[src/rtl/rvc_pkg.sv]
// Shared types and constants for the RV32EC compressed-instruction decode stage.
//   op_e       : base-ISA operation class handed to execute
//   decoded_t  : expanded instruction fields (op, rd, rs1, rs2, imm)
//   Quad*/F3*  : quadrant and funct3 encodings of the compressed ISA
//   reg_ok()   : RV32E register-field check (x0..x15 only)
package rvc_pkg;

  typedef enum logic [4:0] {
    OP_ADDI,
    OP_ANDI,
    OP_SLLI,
    OP_SRLI,
    OP_SRAI,
    OP_ADD,
    OP_SUB,
    OP_XOR,
    OP_OR,
    OP_AND,
    OP_LUI,
    OP_JAL,
    OP_JALR,
    OP_BEQ,
    OP_BNE,
    OP_LW,
    OP_SW,
    OP_EBREAK,
    OP_ILLEGAL
  } op_e;

  typedef struct packed {
    op_e         op;
    logic [3:0]  rd;
    logic [3:0]  rs1;
    logic [3:0]  rs2;
    logic [31:0] imm;
  } decoded_t;

  // Value of an illegal or reset entry: every field zero, class OP_ILLEGAL.
  localparam decoded_t DecIllegal = '{op: OP_ILLEGAL, rd: 4'd0, rs1: 4'd0, rs2: 4'd0,
                                      imm: 32'd0};

  // Quadrants (instr[1:0])
  localparam logic [1:0] QuadC0   = 2'b00;
  localparam logic [1:0] QuadC1   = 2'b01;
  localparam logic [1:0] QuadC2   = 2'b10;
  localparam logic [1:0] QuadRv32 = 2'b11;

  // Quadrant 0 funct3 (instr[15:13])
  localparam logic [2:0] F3Addi4spn = 3'b000;
  localparam logic [2:0] F3Lw       = 3'b010;
  localparam logic [2:0] F3Sw       = 3'b110;

  // Quadrant 1 funct3
  localparam logic [2:0] F3Addi = 3'b000;
  localparam logic [2:0] F3Jal  = 3'b001;
  localparam logic [2:0] F3Li   = 3'b010;
  localparam logic [2:0] F3Lui  = 3'b011;
  localparam logic [2:0] F3Alu  = 3'b100;
  localparam logic [2:0] F3J    = 3'b101;
  localparam logic [2:0] F3Beqz = 3'b110;
  localparam logic [2:0] F3Bnez = 3'b111;

  // Quadrant 2 funct3
  localparam logic [2:0] F3Slli     = 3'b000;
  localparam logic [2:0] F3Lwsp     = 3'b010;
  localparam logic [2:0] F3JrMvAdd  = 3'b100;
  localparam logic [2:0] F3Swsp     = 3'b110;

  // RV32E has only x0..x15, so a full 5-bit field with bit 4 set is illegal.
  function automatic logic reg_ok(logic [4:0] r);
    return !r[4];
  endfunction

endpackage

[src/rtl/rvc_expand.sv]
// Purely combinational expander: 16-bit compressed instruction -> decoded_t + illegal flag.
//   instr_i   : compressed instruction
//   dec_o     : expanded fields (all zero with OP_ILLEGAL when illegal)
//   illegal_o : instruction is illegal / unsupported
// Configuration macro RVC_MEM_OPS_EN: when defined, c.lw, c.sw, c.lwsp, c.swsp and
// c.addi4spn are decoded; otherwise those encodings fall through to illegal.
module rvc_expand
  import rvc_pkg::*;
(
  input  logic [15:0] instr_i,
  output decoded_t    dec_o,
  output logic        illegal_o
);

  logic [1:0]  quad;
  logic [2:0]  f3;
  logic [3:0]  crs1;    // rs1'/rd' at [9:7]
  logic [3:0]  crs2;    // rs2'/rd' at [4:2]
  logic [31:0] imm6;    // sign-extended {instr[12], instr[6:2]}
  logic [31:0] jimm;
  logic [31:0] bimm;
  decoded_t    dec;
  logic        ill;

  assign quad = instr_i[1:0];
  assign f3   = instr_i[15:13];
  assign crs1 = {1'b1, instr_i[9:7]};
  assign crs2 = {1'b1, instr_i[4:2]};
  assign imm6 = {{26{instr_i[12]}}, instr_i[12], instr_i[6:2]};
  assign jimm = {{20{instr_i[12]}}, instr_i[12], instr_i[8], instr_i[10:9], instr_i[6],
                 instr_i[7], instr_i[2], instr_i[11], instr_i[5:3], 1'b0};
  assign bimm = {{23{instr_i[12]}}, instr_i[12], instr_i[6:5], instr_i[2], instr_i[11:10],
                 instr_i[4:3], 1'b0};

  always_comb begin
    dec    = '0;
    dec.op = OP_ILLEGAL;
    ill    = 1'b0;
    unique case (quad)
      QuadC0: begin
        unique case (f3)
`ifdef RVC_MEM_OPS_EN
          F3Addi4spn: begin
            dec.op  = OP_ADDI;
            dec.rd  = crs2;
            dec.rs1 = 4'd2;
            dec.imm = {22'd0, instr_i[10:7], instr_i[12:11], instr_i[5], instr_i[6], 2'b00};
            ill     = (instr_i[12:5] == 8'd0);
          end
          F3Lw: begin
            dec.op  = OP_LW;
            dec.rd  = crs2;
            dec.rs1 = crs1;
            dec.imm = {25'd0, instr_i[5], instr_i[12:10], instr_i[6], 2'b00};
          end
          F3Sw: begin
            dec.op  = OP_SW;
            dec.rs1 = crs1;
            dec.rs2 = crs2;
            dec.imm = {25'd0, instr_i[5], instr_i[12:10], instr_i[6], 2'b00};
          end
`endif
          default: ill = 1'b1;
        endcase
      end

      QuadC1: begin
        unique case (f3)
          F3Addi: begin
            dec.op  = OP_ADDI;
            dec.rd  = instr_i[10:7];
            dec.rs1 = instr_i[10:7];
            dec.imm = imm6;
            ill     = !reg_ok(instr_i[11:7]);
          end
          F3Jal: begin
            dec.op  = OP_JAL;
            dec.rd  = 4'd1;
            dec.imm = jimm;
          end
          F3Li: begin
            dec.op  = OP_ADDI;
            dec.rd  = instr_i[10:7];
            dec.imm = imm6;
            ill     = !reg_ok(instr_i[11:7]);
          end
          F3Lui: begin
            if (instr_i[11:7] == 5'd2) begin
              // c.addi16sp shares the c.lui encoding with rd = x2
              dec.op  = OP_ADDI;
              dec.rd  = 4'd2;
              dec.rs1 = 4'd2;
              dec.imm = {{22{instr_i[12]}}, instr_i[12], instr_i[4:3], instr_i[5], instr_i[2],
                         instr_i[6], 4'b0000};
              ill     = ({instr_i[12], instr_i[6:2]} == 6'd0);
            end else begin
              dec.op  = OP_LUI;
              dec.rd  = instr_i[10:7];
              dec.imm = {{14{instr_i[12]}}, instr_i[12], instr_i[6:2], 12'd0};
              ill     = !reg_ok(instr_i[11:7]) || ({instr_i[12], instr_i[6:2]} == 6'd0);
            end
          end
          F3Alu: begin
            dec.rd  = crs1;
            dec.rs1 = crs1;
            unique case (instr_i[11:10])
              2'b00: begin
                dec.op  = OP_SRLI;
                dec.imm = {27'd0, instr_i[6:2]};
                ill     = instr_i[12];
              end
              2'b01: begin
                dec.op  = OP_SRAI;
                dec.imm = {27'd0, instr_i[6:2]};
                ill     = instr_i[12];
              end
              2'b10: begin
                dec.op  = OP_ANDI;
                dec.imm = imm6;
              end
              default: begin
                dec.rs2 = crs2;
                // instr[12] = 1 selects RV64-only / reserved register ops
                ill     = instr_i[12];
                unique case (instr_i[6:5])
                  2'b00:   dec.op = OP_SUB;
                  2'b01:   dec.op = OP_XOR;
                  2'b10:   dec.op = OP_OR;
                  default: dec.op = OP_AND;
                endcase
              end
            endcase
          end
          F3J: begin
            dec.op  = OP_JAL;
            dec.imm = jimm;
          end
          F3Beqz: begin
            dec.op  = OP_BEQ;
            dec.rs1 = crs1;
            dec.imm = bimm;
          end
          default: begin
            dec.op  = OP_BNE;
            dec.rs1 = crs1;
            dec.imm = bimm;
          end
        endcase
      end

      QuadC2: begin
        unique case (f3)
          F3Slli: begin
            dec.op  = OP_SLLI;
            dec.rd  = instr_i[10:7];
            dec.rs1 = instr_i[10:7];
            dec.imm = {27'd0, instr_i[6:2]};
            ill     = instr_i[12] || !reg_ok(instr_i[11:7]);
          end
`ifdef RVC_MEM_OPS_EN
          F3Lwsp: begin
            dec.op  = OP_LW;
            dec.rd  = instr_i[10:7];
            dec.rs1 = 4'd2;
            dec.imm = {24'd0, instr_i[3:2], instr_i[12], instr_i[6:4], 2'b00};
            ill     = !reg_ok(instr_i[11:7]) || (instr_i[11:7] == 5'd0);
          end
          F3Swsp: begin
            dec.op  = OP_SW;
            dec.rs1 = 4'd2;
            dec.rs2 = instr_i[5:2];
            dec.imm = {24'd0, instr_i[8:7], instr_i[12:9], 2'b00};
            ill     = !reg_ok(instr_i[6:2]);
          end
`endif
          F3JrMvAdd: begin
            if (!instr_i[12]) begin
              if (instr_i[6:2] == 5'd0) begin
                dec.op  = OP_JALR;
                dec.rs1 = instr_i[10:7];
                ill     = !reg_ok(instr_i[11:7]) || (instr_i[11:7] == 5'd0);
              end else begin
                dec.op  = OP_ADD;
                dec.rd  = instr_i[10:7];
                dec.rs2 = instr_i[5:2];
                ill     = !reg_ok(instr_i[11:7]) || !reg_ok(instr_i[6:2]);
              end
            end else if (instr_i[11:2] == 10'd0) begin
              dec.op = OP_EBREAK;
            end else if (instr_i[6:2] == 5'd0) begin
              dec.op  = OP_JALR;
              dec.rd  = 4'd1;
              dec.rs1 = instr_i[10:7];
              ill     = !reg_ok(instr_i[11:7]);
            end else begin
              dec.op  = OP_ADD;
              dec.rd  = instr_i[10:7];
              dec.rs1 = instr_i[10:7];
              dec.rs2 = instr_i[5:2];
              ill     = !reg_ok(instr_i[11:7]) || !reg_ok(instr_i[6:2]);
            end
          end
          default: ill = 1'b1;
        endcase
      end

      default: ill = 1'b1;  // QuadRv32: 32-bit encodings are not handled here
    endcase

    if (ill) begin
      dec = DecIllegal;
    end
  end

  assign dec_o     = dec;
  assign illegal_o = ill;

endmodule

[src/rtl/rvc_decode_stage.sv]
// Registered decode stage for RV32EC compressed instructions (one halfword per transfer).
//   clk_i, rst_ni        : clock, asynchronous active-low reset
//   flush_i              : drop the held entry (wins over a same-cycle accept)
//   in_valid_i/in_ready_o, in_instr_i, in_pc_i : upstream valid/ready channel
//   out_valid_o/out_ready_i, out_op_o, out_rd_o, out_rs1_o, out_rs2_o, out_imm_o,
//   out_pc_o, out_illegal_o : downstream decoded entry
//   illegal_count_o      : saturating count of accepted illegal instructions
// Configuration macro RVC_MEM_OPS_EN (see rvc_expand) enables the memory-op encodings.
module rvc_decode_stage
  import rvc_pkg::*;
(
  input  logic        clk_i,
  input  logic        rst_ni,
  input  logic        flush_i,
  input  logic        in_valid_i,
  output logic        in_ready_o,
  input  logic [15:0] in_instr_i,
  input  logic [31:0] in_pc_i,
  output logic        out_valid_o,
  input  logic        out_ready_i,
  output op_e         out_op_o,
  output logic [3:0]  out_rd_o,
  output logic [3:0]  out_rs1_o,
  output logic [3:0]  out_rs2_o,
  output logic [31:0] out_imm_o,
  output logic [31:0] out_pc_o,
  output logic        out_illegal_o,
  output logic [15:0] illegal_count_o
);

  decoded_t    exp_dec;
  logic        exp_ill;
  logic        accept;

  logic        valid_d, valid_q;
  decoded_t    entry_d, entry_q;
  logic [31:0] pc_d, pc_q;
  logic        ill_d, ill_q;
  logic [15:0] count_d, count_q;

  rvc_expand u_expand (
    .instr_i   (in_instr_i),
    .dec_o     (exp_dec),
    .illegal_o (exp_ill)
  );

  assign in_ready_o = !valid_q || out_ready_i;
  // A flushed transfer is not an accept: nothing loads and nothing is counted.
  assign accept     = in_valid_i && in_ready_o && !flush_i;

  always_comb begin
    valid_d = valid_q;
    entry_d = entry_q;
    pc_d    = pc_q;
    ill_d   = ill_q;
    count_d = count_q;
    if (flush_i) begin
      valid_d = 1'b0;
    end else if (accept) begin
      valid_d = 1'b1;
      entry_d = exp_dec;
      pc_d    = in_pc_i;
      ill_d   = exp_ill;
      if (exp_ill && (count_q != 16'hFFFF)) begin
        count_d = count_q + 16'd1;
      end
    end else if (out_ready_i) begin
      valid_d = 1'b0;
    end
  end

  always_ff @(posedge clk_i or negedge rst_ni) begin
    if (!rst_ni) begin
      valid_q <= 1'b0;
      entry_q <= DecIllegal;
      pc_q    <= 32'd0;
      ill_q   <= 1'b0;
      count_q <= 16'd0;
    end else begin
      valid_q <= valid_d;
      entry_q <= entry_d;
      pc_q    <= pc_d;
      ill_q   <= ill_d;
      count_q <= count_d;
    end
  end

  assign out_valid_o     = valid_q;
  assign out_op_o        = entry_q.op;
  assign out_rd_o        = entry_q.rd;
  assign out_rs1_o       = entry_q.rs1;
  assign out_rs2_o       = entry_q.rs2;
  assign out_imm_o       = entry_q.imm;
  assign out_pc_o        = pc_q;
  assign out_illegal_o   = ill_q;
  assign illegal_count_o = count_q;

endmodule

[config.mk]
export PLATFORM = sky130hd
export DESIGN_NAME = rvc_decode_stage
export DESIGN_NICKNAME = d
export VERILOG_FILES = /design/src/rtl/rvc_pkg.sv /design/src/rtl/rvc_expand.sv /design/src/rtl/rvc_decode_stage.sv
export SDC_FILE = /design/constraint.sdc
export NUM_CORES = 1
export LEC_CHECK = 0
export BUFFER_PORTS_ARGS = -buffer_cell sky130_fd_sc_hd__buf_2
export CAP_MARGIN = 20
export CORE_MARGIN = 1
export CORE_UTILIZATION = 50
export DETAILED_ROUTE_END_ITERATION = 6
export PLACE_DENSITY = 0.8
export REMOVE_ABC_BUFFERS = 1
export SLEW_MARGIN = 0
export SYNTH_ARGS = -nofsm -noshare
export SYNTH_HDL_FRONTEND = slang
export SYNTH_SLANG_ARGS = --single-unit
[constraint.sdc]
create_clock -name clk_i -period 2.2 [get_ports clk_i]
set_clock_uncertainty 0.05 [all_clocks]
set_input_delay 0.33 -clock clk_i [delete_from_list [all_inputs] [get_ports clk_i]]
set_output_delay 0.33 -clock clk_i [all_outputs]
set_load 0.05 [all_outputs]
==> metrics, run 1 <==
status complete, but fails checks; violated checks setup timing; min cycle time layout 2.272 ns; num rows 33; startpoint types input pin; Critical Path Fanout Max 7; CP required 2.41 ns; worst-skew pair later-pin latency 0.37 ns; Comb pwr share 0.340; fin crit share 1.033; total track usage 0.2844; CP arrival 2.48 ns; CTS Root Cell clkbuf_8; CP Capture Type flip-flop; Pwr per Cell Area 757.6 nW/µm²; GPL Wtd Cong 0.9372; Reg power frac 0.417; cell count after synthesis 492; DRT Pass-1 Iters 5; Ports 153; gr ovfl total 0; syn avg cell area 8.832 µm²; HP Class input pin to flip-flop; max cap viols 0; Total Power 4.435 mW; Async SR Flop Fraction 1.000; Area after DPL 5563 µm²; final hold violations 0; diode count 0; unique cell type count in the Yosys netlist 56; Crit path top cell by count or4_4; Worst-Margin Slew 0.5167 ns; Die X-Extent 95.23 µm; vias post-DR 4307; Bufs and invs on worst path 2; Switching Share 0.4135; Final Cell Area 5854 µm²; CTS tree yes; largest net degree at the start of global routing 73; Routed WL 12770 µm; die footprint 9068 µm²; number of synthesized flops with an enable pin 0; Worst VDD drop 0.7641 mV; leakage power 3.172 nW; crit path setup slack, layout -0.07182 ns; main flop type after synthesis dfrtp_1; Core Area 8299 µm²; Post-Syn Area 4345 µm²; Final setup viols 8; H-tree depth 3; slew margin rel. 0.6529; CTS buffer count 9; CP top delay family simple AND/OR/NAND/NOR gates; # nets final 740; fmax 0.4402 GHz; final core occ 0.7054; cell internal pwr 2.601 mW; RSZ-0062 raised after global routing yes; post-route ant nets 0; flops & latches, synth 85; Initial Utilization 0.5236; WL/cell 16.08 µm; Worst path slowest cell or4_4; die height 95.23 µm; Finished Layout Cells 794; vias in the first global route 3888; post-synthesis sequential area ratio 0.4901; drt drc 0; Worst-path clk slew 0.10 ns; CP cell instances buf_6, or4_4, or4_4, a31oi_4, nor4_4, buf_12, or2_1, mux2_4; initial antenna violation count 0; fillcell total 663; vias per cell 5.424; area grow syn2layout 34.72%; Setup CP Type input pin to flip-flop; Placed Cells 774; hpwl dp 9403 µm; max-slew violations 0; clock power share 0.243; clock sinks 85; Slowest Stage Delay on Critical Path 0.54 ns; Ys Warns 0; NetSw 1.834 mW; share of post-route cells with drive strength above 1 0.3745; initial drt markers 237; # port buffers 152; Clock Path Buffers 2; first-pass GRT wire length 19620 µm
routing by layer:
| layer | GRT usage | part of all wire | routed length (µm) |
|---|---|---|---|
| met1 | 0.3919 | 0.44 | 5643 |
| met2 | 0.4565 | 0.47 | 5980 |
| met3 | 0.04705 | 0.066 | 843 |
| met4 | 0.09091 | 0.023 | 298 |
| met5 | 0 | 0 | 0 |
cell type report:
| cell class | instances | area, µm² | area share |
|---|---|---|---|
| clock inverters | 7 | 68.82 | 0.01175 |
| repair buffers | 222 | 1361 | 0.2325 |
| multi-input cells | 354 | 1994 | 0.3407 |
| flip-flops and latches | 85 | 2130 | 0.3638 |
| inverters | 12 | 45.04 | 0.007694 |
| well taps | 105 | 131.4 | 0.02244 |
| clock buffers | 9 | 123.9 | 0.02116 |
final timing paths:
kind	end	depth (start not counted)	slack [ns]	startpoint
max	illegal_count_o[1]	8	-0.07	in_instr_i[2]
min in group asynchronous	out_pc_o[1]	2	0.41	rst_ni
max in group asynchronous	out_pc_o[17]	3	1.05	rst_ni
min reg2reg	out_pc_o[11]	2	0.43	out_pc_o[11]
max reg2reg	illegal_count_o[1]	7	0.14	illegal_count_o[0]
min	out_pc_o[26]	3	0.09	in_pc_i[26]
worst min-delay path, cell delays in order:
cell     delay, ns
buf_2         0.07
nand2_1       0.04
nand2_1       0.04
power by group through the flow:
stage	sequential (mW)	combinational, mW	clock [mW]
after floorplan	2.50	0.331	0
after global placement	1.87	1.45	0
after detailed placement	1.88	1.46	0
after CTS	1.85	1.47	1.10
after global routing	1.87	1.60	1.15
final	1.85	1.51	1.08
flip-flops by register name, indices dropped and copies added (netlist names):
| register | flops |
|---|---|
| out_imm_o | 18 |
| out_valid_o | 1 |
| out_illegal_o | 1 |
| out_rd_o | 4 |
| out_pc_o | 32 |
| out_rs1_o | 4 |
| out_rs2_o | 4 |
| illegal_count_o | 16 |
| out_op_o | 5 |
logic make-up after synthesis:
family / Yosys count / share of synthesized area
adder cells (fa/ha/maj): 3 / 0.008639
XOR/XNOR: 15 / 0.03023
buffers and inverters: 53 / 0.05989
AO/OA/AOI/OAI: 99 / 0.1549
flip-flops: 85 / 0.4901
AND/OR/NAND/NOR: 234 / 0.2482
multiplexers: 3 / 0.008061
what timing repair did:
item / 4_1_cts / 5_1_grt
setup endpoints to repair: 4 / 17
pin swaps: 1 / 1
gates resized for setup: 1 / 9
endpoints found under the hold margin: 34 / 0
setup buffers: 1 / 2
hold buffers: 1 / 0
per-stage QoR:
stage                     worst slack (ns)  hold slack, ns  setup TNS [ns]
after global routing              -0.09659         0.09303         -0.8573
after detailed placement           -0.4198          0.2714          -13.58
after CTS                          0.02827         0.08800               0
after floorplan                     -3.298        -0.01559         -198.35
after global placement             -0.3919          0.2671          -11.04
final                             -0.07182         0.09258         -0.2784
Yosys cell counts, types with 2 or more instances:
| cell type | instances | area share |
|---|---|---|
| a22oi_1 | 2 | 0.0035 |
| and3_1 | 2 | 0.0029 |
| nor4_1 | 3 | 0.0043 |
| a21oi_1 | 17 | 0.020 |
| xor2_1 | 13 | 0.026 |
| a32o_1 | 7 | 0.016 |
| or4_4 | 2 | 0.0052 |
| nand3_1 | 13 | 0.015 |
| dfstp_2 | 2 | 0.012 |
| o21bai_1 | 2 | 0.0035 |
| a211oi_1 | 2 | 0.0035 |
| a31o_2 | 2 | 0.0040 |
| mux2i_1 | 2 | 0.0046 |
| nor2b_1 | 4 | 0.0058 |
| buf_1 | 5 | 0.0043 |
| a31oi_1 | 5 | 0.0072 |
| o31ai_1 | 5 | 0.0086 |
| inv_1 | 11 | 0.0095 |
| nand2_1 | 148 | 0.13 |
| ha_1 | 3 | 0.0086 |
| nand4_1 | 4 | 0.0058 |
| nand3b_1 | 2 | 0.0035 |
| a22o_1 | 8 | 0.016 |
| nor3b_1 | 4 | 0.0069 |
| nor2_1 | 27 | 0.023 |
| o211ai_1 | 3 | 0.0052 |
| clkbuf_1 | 20 | 0.017 |
| a21o_1 | 3 | 0.0052 |
| xnor2_1 | 2 | 0.0040 |
| nor3_1 | 9 | 0.010 |
| nor4_4 | 2 | 0.0098 |
| o22ai_1 | 5 | 0.0072 |
| and2_1 | 4 | 0.0058 |
| o21ai_0 | 29 | 0.033 |
| dfrtp_1 | 83 | 0.48 |
| buf_4 | 14 | 0.024 |
| nor3b_2 | 2 | 0.0058 |
| o311a_1 | 2 | 0.0046 |
| nor3_2 | 2 | 0.0046 |
cell usage in the layout, fill, tap and decap left out, types with 3 or more instances in the layout:
cell type,count
buf_2,149
nand2_1,148
dfrtp_1,83
buf_4,64
o21ai_0,29
nor2_1,27
a21oi_1,17
xor2_1,13
nand3_1,12
inv_1,11
clkbuf_8,9
nor3_1,8
a22o_1,8
a32o_1,7
a31oi_1,5
o22ai_1,5
o31ai_1,5
nor2b_1,4
nand4_1,4
buf_6,4
buf_12,4
o211ai_1,3
nor3b_1,3
and2_1,3
a21o_1,3
nor4_1,3
nor3_2,3
ha_1,3
No activity file was read; power rests on OpenSTA's default activity.
==> inputs of run 2 (changes only) <==
==> constraint.sdc (replaced) <==
create_clock -name clk_i -period 2.9 [get_ports clk_i]
set_clock_uncertainty 0.05 [all_clocks]
set_input_delay 0.435 -clock clk_i [delete_from_list [all_inputs] [get_ports clk_i]]
set_output_delay 0.435 -clock clk_i [all_outputs]
set_load 0.05 [all_outputs]
==> metrics, run 2 (synthesis gave the netlist of run 1 again) <==
CTS buffer count 9 (unchanged); leakage power 2.895 nW (-8.7%); fin crit share 0.8645; commonest non-fill, non-tap cell in the layout buf_2; final hold violations 0 (unchanged); Critical Path Fanout Max 10 (+3); clock power share 0.261 (+0.018); reg2reg start out_valid_o; R2R setup slack 0.77 ns (+0.63 ns); fillcell total 746 (+13%); worst-skew pair later-pin latency 0.35 ns (-0.02 ns); largest net degree at the start of global routing 86 (+18%); Crit path top cell by count or4_4; clock sinks 85 (unchanged); Reg2Reg Depth 5 (-2); # nets final 687 (-7.2%); Hold-fix buffers, CTS 0 (-1); Die X-Extent 95.23 µm (unchanged); Worst-path clk slew 0.10 ns (about the same); total track usage 0.2701 (-0.01424); post-cts resize count 0 (-1); GPL Wtd Cong 0.9865 (+5.3%); diode count 0 (unchanged); final core occ 0.6522 (-0.05322); Routed WL 11860 µm (-7.1%); Switching Share 0.4029 (-0.01065); crit path setup slack, layout 0.3930 ns (+0.4649 ns); CTS tree yes; cell internal pwr 1.990 mW (-24%); setup bufs post-CTS 0 (-1); final setup TNS 0 ns (+0.2784 ns); max reg flops 32 (unchanged); max cap viols 0 (unchanged); Final Cell Area 5413 µm² (-7.5%); Clock Path Buffers 2 (unchanged); Worst path slowest cell or4_4; die height 95.23 µm (unchanged); slew margin rel. 0.5297 (-0.1233); Pwr per Cell Area 615.6 nW/µm² (-19%); crit path from in_instr_i[2]; max-slew violations 0 (unchanged); fmax 0.3989 GHz; initial drt markers 262 (+11%); Final setup viols 0 (-8); HP Class input pin to async pin; NetSw 1.342 mW (-27%); Total Power 3.332 mW (-25%); min cycle time layout 2.507 ns; num rows 33 (unchanged); Worst-Margin Slew 0.6981 ns (+0.1814 ns); Reg power frac 0.421 (+0.004); status complete, no violations; share of post-route cells with drive strength above 1 0.3176 (-0.05685); commonest cells after routing, fill and taps aside buf_2 (151), nand2_1 (148), dfrtp_1 (83); Core Area 8299 µm² (unchanged); startpoint types input pin; initial antenna violation count 0 (unchanged); Area after DPL 5187 µm² (-6.7%); Min Hold Slack 0.002522 ns (-0.09005 ns); H-tree depth 3 (unchanged); DRT Pass-1 Iters 5 (unchanged); WL/cell 16.01 µm (-0.44%); Slowest Stage Delay on Critical Path 0.58 ns (+0.04 ns); worst flop-to-flop path endpoint illegal_count_o[1]; Worst Setup EP out_rd_o[2]; Ports 153 (unchanged); first-pass GRT wire length 18850 µm (-3.9%); CP required 3.08 ns (+0.67 ns); CP arrival 2.69 ns (+0.21 ns); Place WS 0.05182 ns (+0.4717 ns); gr ovfl total 0 (unchanged); Finished Layout Cells 741 (-6.7%); Setup CP Type input pin to flip-flop; # port buffers 152 (unchanged); RSZ-0062 raised after global routing no; die footprint 9068 µm² (unchanged); Initial Utilization 0.5236 (unchanged); Worst VDD drop 0.4580 mV (-40%); area grow syn2layout 24.56%; CP cell instances buf_2, or4_4, or4_4, a31oi_4, nor4_4, buf_4, and2_1, a32o_1; Placed Cells 724 (-6.5%); Comb pwr share 0.318 (-0.022); vias post-DR 4136 (-4.0%); CP Capture Type flip-flop; hpwl dp 8574 µm (-8.8%); vias per cell 5.582 (+2.9%); vias in the first global route 3776 (-2.9%); CTS Root Cell clkbuf_8; post-route ant nets 0 (unchanged); drt drc 0 (unchanged)
run 2: how the worst min path moves through the flow:
stage / from / endpoint / slack [ns] / cells past startpoint
detailed placement: out_pc_o[25] / out_pc_o[25] / 0.41 / 2
global placement: out_rs2_o[3] / out_rs2_o[3] / 0.40 / 2
CTS: in_pc_i[22] / out_pc_o[22] / 0.20 / 3
global route: rst_ni / out_pc_o[14] / 0.03 / 1
floorplan: rst_ni / illegal_count_o[0] / 0.09 / 0
finish: rst_ni / out_pc_o[24] / 0.003 / 1
run 2: power groups by stage:
stage | sequential (mW) | combinational (mW) | clock [mW]
2_1_floorplan | 1.90 | 0.251 | 0
3_3_place_gp | 1.42 | 1.04 | 0
3_5_place_dp | 1.43 | 1.06 | 0
4_1_cts | 1.40 | 1.06 | 0.896
5_1_grt | 1.42 | 1.13 | 0.951
6_report | 1.40 | 1.06 | 0.870
run 2: layout make-up:
| class | instances | area [µm²] | share of cell area |
|---|---|---|---|
| sequential | 85 | 2130 | 0.3934 |
| multi-input combinational | 354 | 1961 | 0.3622 |
| timing repair buffer | 169 | 940.9 | 0.1738 |
| tap | 105 | 131.4 | 0.02427 |
| clock buffer | 9 | 123.9 | 0.02288 |
| clock inverter | 7 | 81.33 | 0.01503 |
| inverter | 12 | 45.04 | 0.008322 |
run 2: layer usage:
layer | global-route usage | up-vias | part of all wire | routed length (µm)
li1 | - | 1950 | - | -
met1 | 0.3704 | 1965 | 0.43 | 5136
met2 | 0.4369 | 202 | 0.47 | 5620
met3 | 0.04545 | 19 | 0.077 | 909
met4 | 0.08333 | 0 | 0.017 | 196
met5 | 0 | - | 0 | 0
run 2: worst max-delay path, delay by kind of cell:
kind / cells / cell delay, ns
buffers and inverters: 2 / 0.31
AO/OA/AOI/OAI: 2 / 0.49
AND/OR/NAND/NOR: 4 / 1.45
==> inputs of run 3 (changes only) <==
--- a/config.mk
+++ b/config.mk
@@ -10,7 +10,7 @@
 export CORE_MARGIN = 1
 export CORE_UTILIZATION = 50
 export DETAILED_ROUTE_END_ITERATION = 6
-export PLACE_DENSITY = 0.8
+export PLACE_DENSITY = 0.84
 export REMOVE_ABC_BUFFERS = 1
 export SLEW_MARGIN = 0
 export SYNTH_ARGS = -nofsm -noshare
==> metrics, run 3 (synthesis gave the netlist of run 1 again) <==
status complete, no violations; CTS tree yes; GPL Wtd Cong 0.9499 (-3.7%); Crit path top cell by count or4_4; Clock Path Buffers 2 (unchanged); vias in the first global route 3781 (+0.13%); CP arrival 2.72 ns (+0.03 ns); Die X-Extent 95.23 µm (unchanged); Setup CP Type input pin to flip-flop; Worst-Margin Slew 0.6678 ns (-0.03029 ns); max cap viols 0 (unchanged); min cycle time layout 2.527 ns (+0.02043 ns); Finished Layout Cells 741 (unchanged); gr ovfl total 0 (unchanged); initial drt markers 286 (+9.2%); slew margin rel. 0.5501 (+0.02041); startpoint types input pin; post-route ant nets 0 (unchanged); max-slew violations 0 (unchanged); num rows 33 (unchanged); vias per cell 5.650 (+1.2%); final hold violations 0 (unchanged); area grow syn2layout 25.66%; H-tree depth 3 (unchanged); final core occ 0.6579 (+0.005729); largest net degree at the start of global routing 86 (unchanged); drt drc 0 (unchanged); Final Cell Area 5460 µm² (+0.88%); RSZ-0062 raised after global routing no; Bufs and invs on worst path 2 (unchanged); Initial Utilization 0.5236 (unchanged); Worst-path clk slew 0.10 ns (about the same); fin crit share 0.8715 (+0.007044); worst-skew pair later-pin latency 0.36 ns (about the same); Critical Path Fanout Max 22 (+12); first-pass GRT wire length 18950 µm (+0.55%); Worst path slowest cell or4_4; CP required 3.09 ns (about the same); final setup TNS 0 ns (unchanged); # nets final 687 (unchanged); # port buffers 152 (unchanged); commonest cells after routing, fill and taps aside buf_2 (151), nand2_1 (148), dfrtp_1 (83); CTS Root Cell clkbuf_8; share of post-route cells with drive strength above 1 0.3160 (-0.001572); initial antenna violation count 0 (unchanged); CP Capture Type flip-flop; Slowest Stage Delay on Critical Path 0.57 ns (about the same); Core Area 8299 µm² (unchanged); leakage power 2.923 nW (+0.95%); diode count 0 (unchanged); Worst VDD drop 0.5744 mV (+25%); HP Class input pin to flip-flop; total track usage 0.2723 (+0.002134); Min Hold Slack 0.2037 ns (+0.2012 ns); die height 95.23 µm (unchanged); Area after DPL 5167 µm² (-0.39%); commonest non-fill, non-tap cell in the layout buf_2; Placed Cells 723 (-0.14%); CP cell instances buf_2, or4_4, or4_4, a31oi_4, nor4_4, buf_12, and2_1, a32o_1; Routed WL 12010 µm (+1.2%); fmax 0.3957 GHz (-0.81%); Ports 153 (unchanged); WL/cell 16.20 µm (+1.2%); vias post-DR 4187 (+1.2%); DRT Pass-1 Iters 4 (-1); max reg flops 32 (unchanged); die footprint 9068 µm² (unchanged); hpwl dp 8531 µm (-0.50%); Pwr per Cell Area 642.5 nW/µm² (+4.4%); clock sinks 85 (unchanged); CP top delay family simple AND/OR/NAND/NOR gates; CTS buffer count 9 (unchanged); Final setup viols 0 (unchanged)
[run 3: layer usage]
metal	part of all wire	wire (µm)	track usage
met2	0.47	5639	0.4411
met1	0.42	5060	0.3638
met3	0.085	1016	0.04386
met4	0.024	290	0.1086
met5	0	0	0
[run 3: what timing repair did]
action	CTS	global route
gates resized for setup	0	0
buffers inserted	0	0
endpoints found under the hold margin	0	19
hold buffers	0	1
[run 3: power breakdown]
| part | internal (mW) | switching [mW] | leakage [nW] |
|---|---|---|---|
| clock | 0.603 | 0.450 | 0.125 |
| sequential | 1.31 | 0.0868 | 1.11 |
| combinational | 0.266 | 0.791 | 1.69 |
| total | 2.18 | 1.33 | 2.92 |
[run 3: path summary, 6_finish.rpt]
check,startpoint,endpoint,slack (ns),cells after the start
max,in_instr_i[2],out_rd_o[2],0.37,8
min,in_pc_i[14],out_pc_o[14],0.20,3
max reg2reg,illegal_count_o[1],illegal_count_o[1],0.80,7
min reg2reg,out_pc_o[23],out_pc_o[23],0.42,2
max in group asynchronous,rst_ni,out_pc_o[25],1.73,3
min in group asynchronous,rst_ni,out_imm_o[16],0.44,2
[run 3: final cells by class]
class                           instances  area, µm²
Multi-Input combinational cell        354       1961
Tap cell                              105      131.4
Sequential cell                        85       2130
Clock inverter                          6      117.6
Fill cell                             682       2839
Inverter                               12      45.04
Clock buffer                           10      137.6
Timing Repair Buffer                  169      938.4
[run 3: stage by stage]
stage	power, mW	setup WS [ns]
5_1_grt	3.670	0.3591
3_5_place_dp	2.473	0.01565
3_3_place_gp	2.458	0.06481
6_report	3.508	0.3726
4_1_cts	3.532	0.4001
2_1_floorplan	2.147	-2.598
[run 3: worst reg2reg max path, stage by stage, from the launching register on]
cell and delay, ns:
dfrtp_1 0.41, ha_1 0.18, nand2_1 0.10, nor3_1 0.35
nand2_1 0.15, nand2_1 0.25, or2_1 0.20, mux2_4 0.30
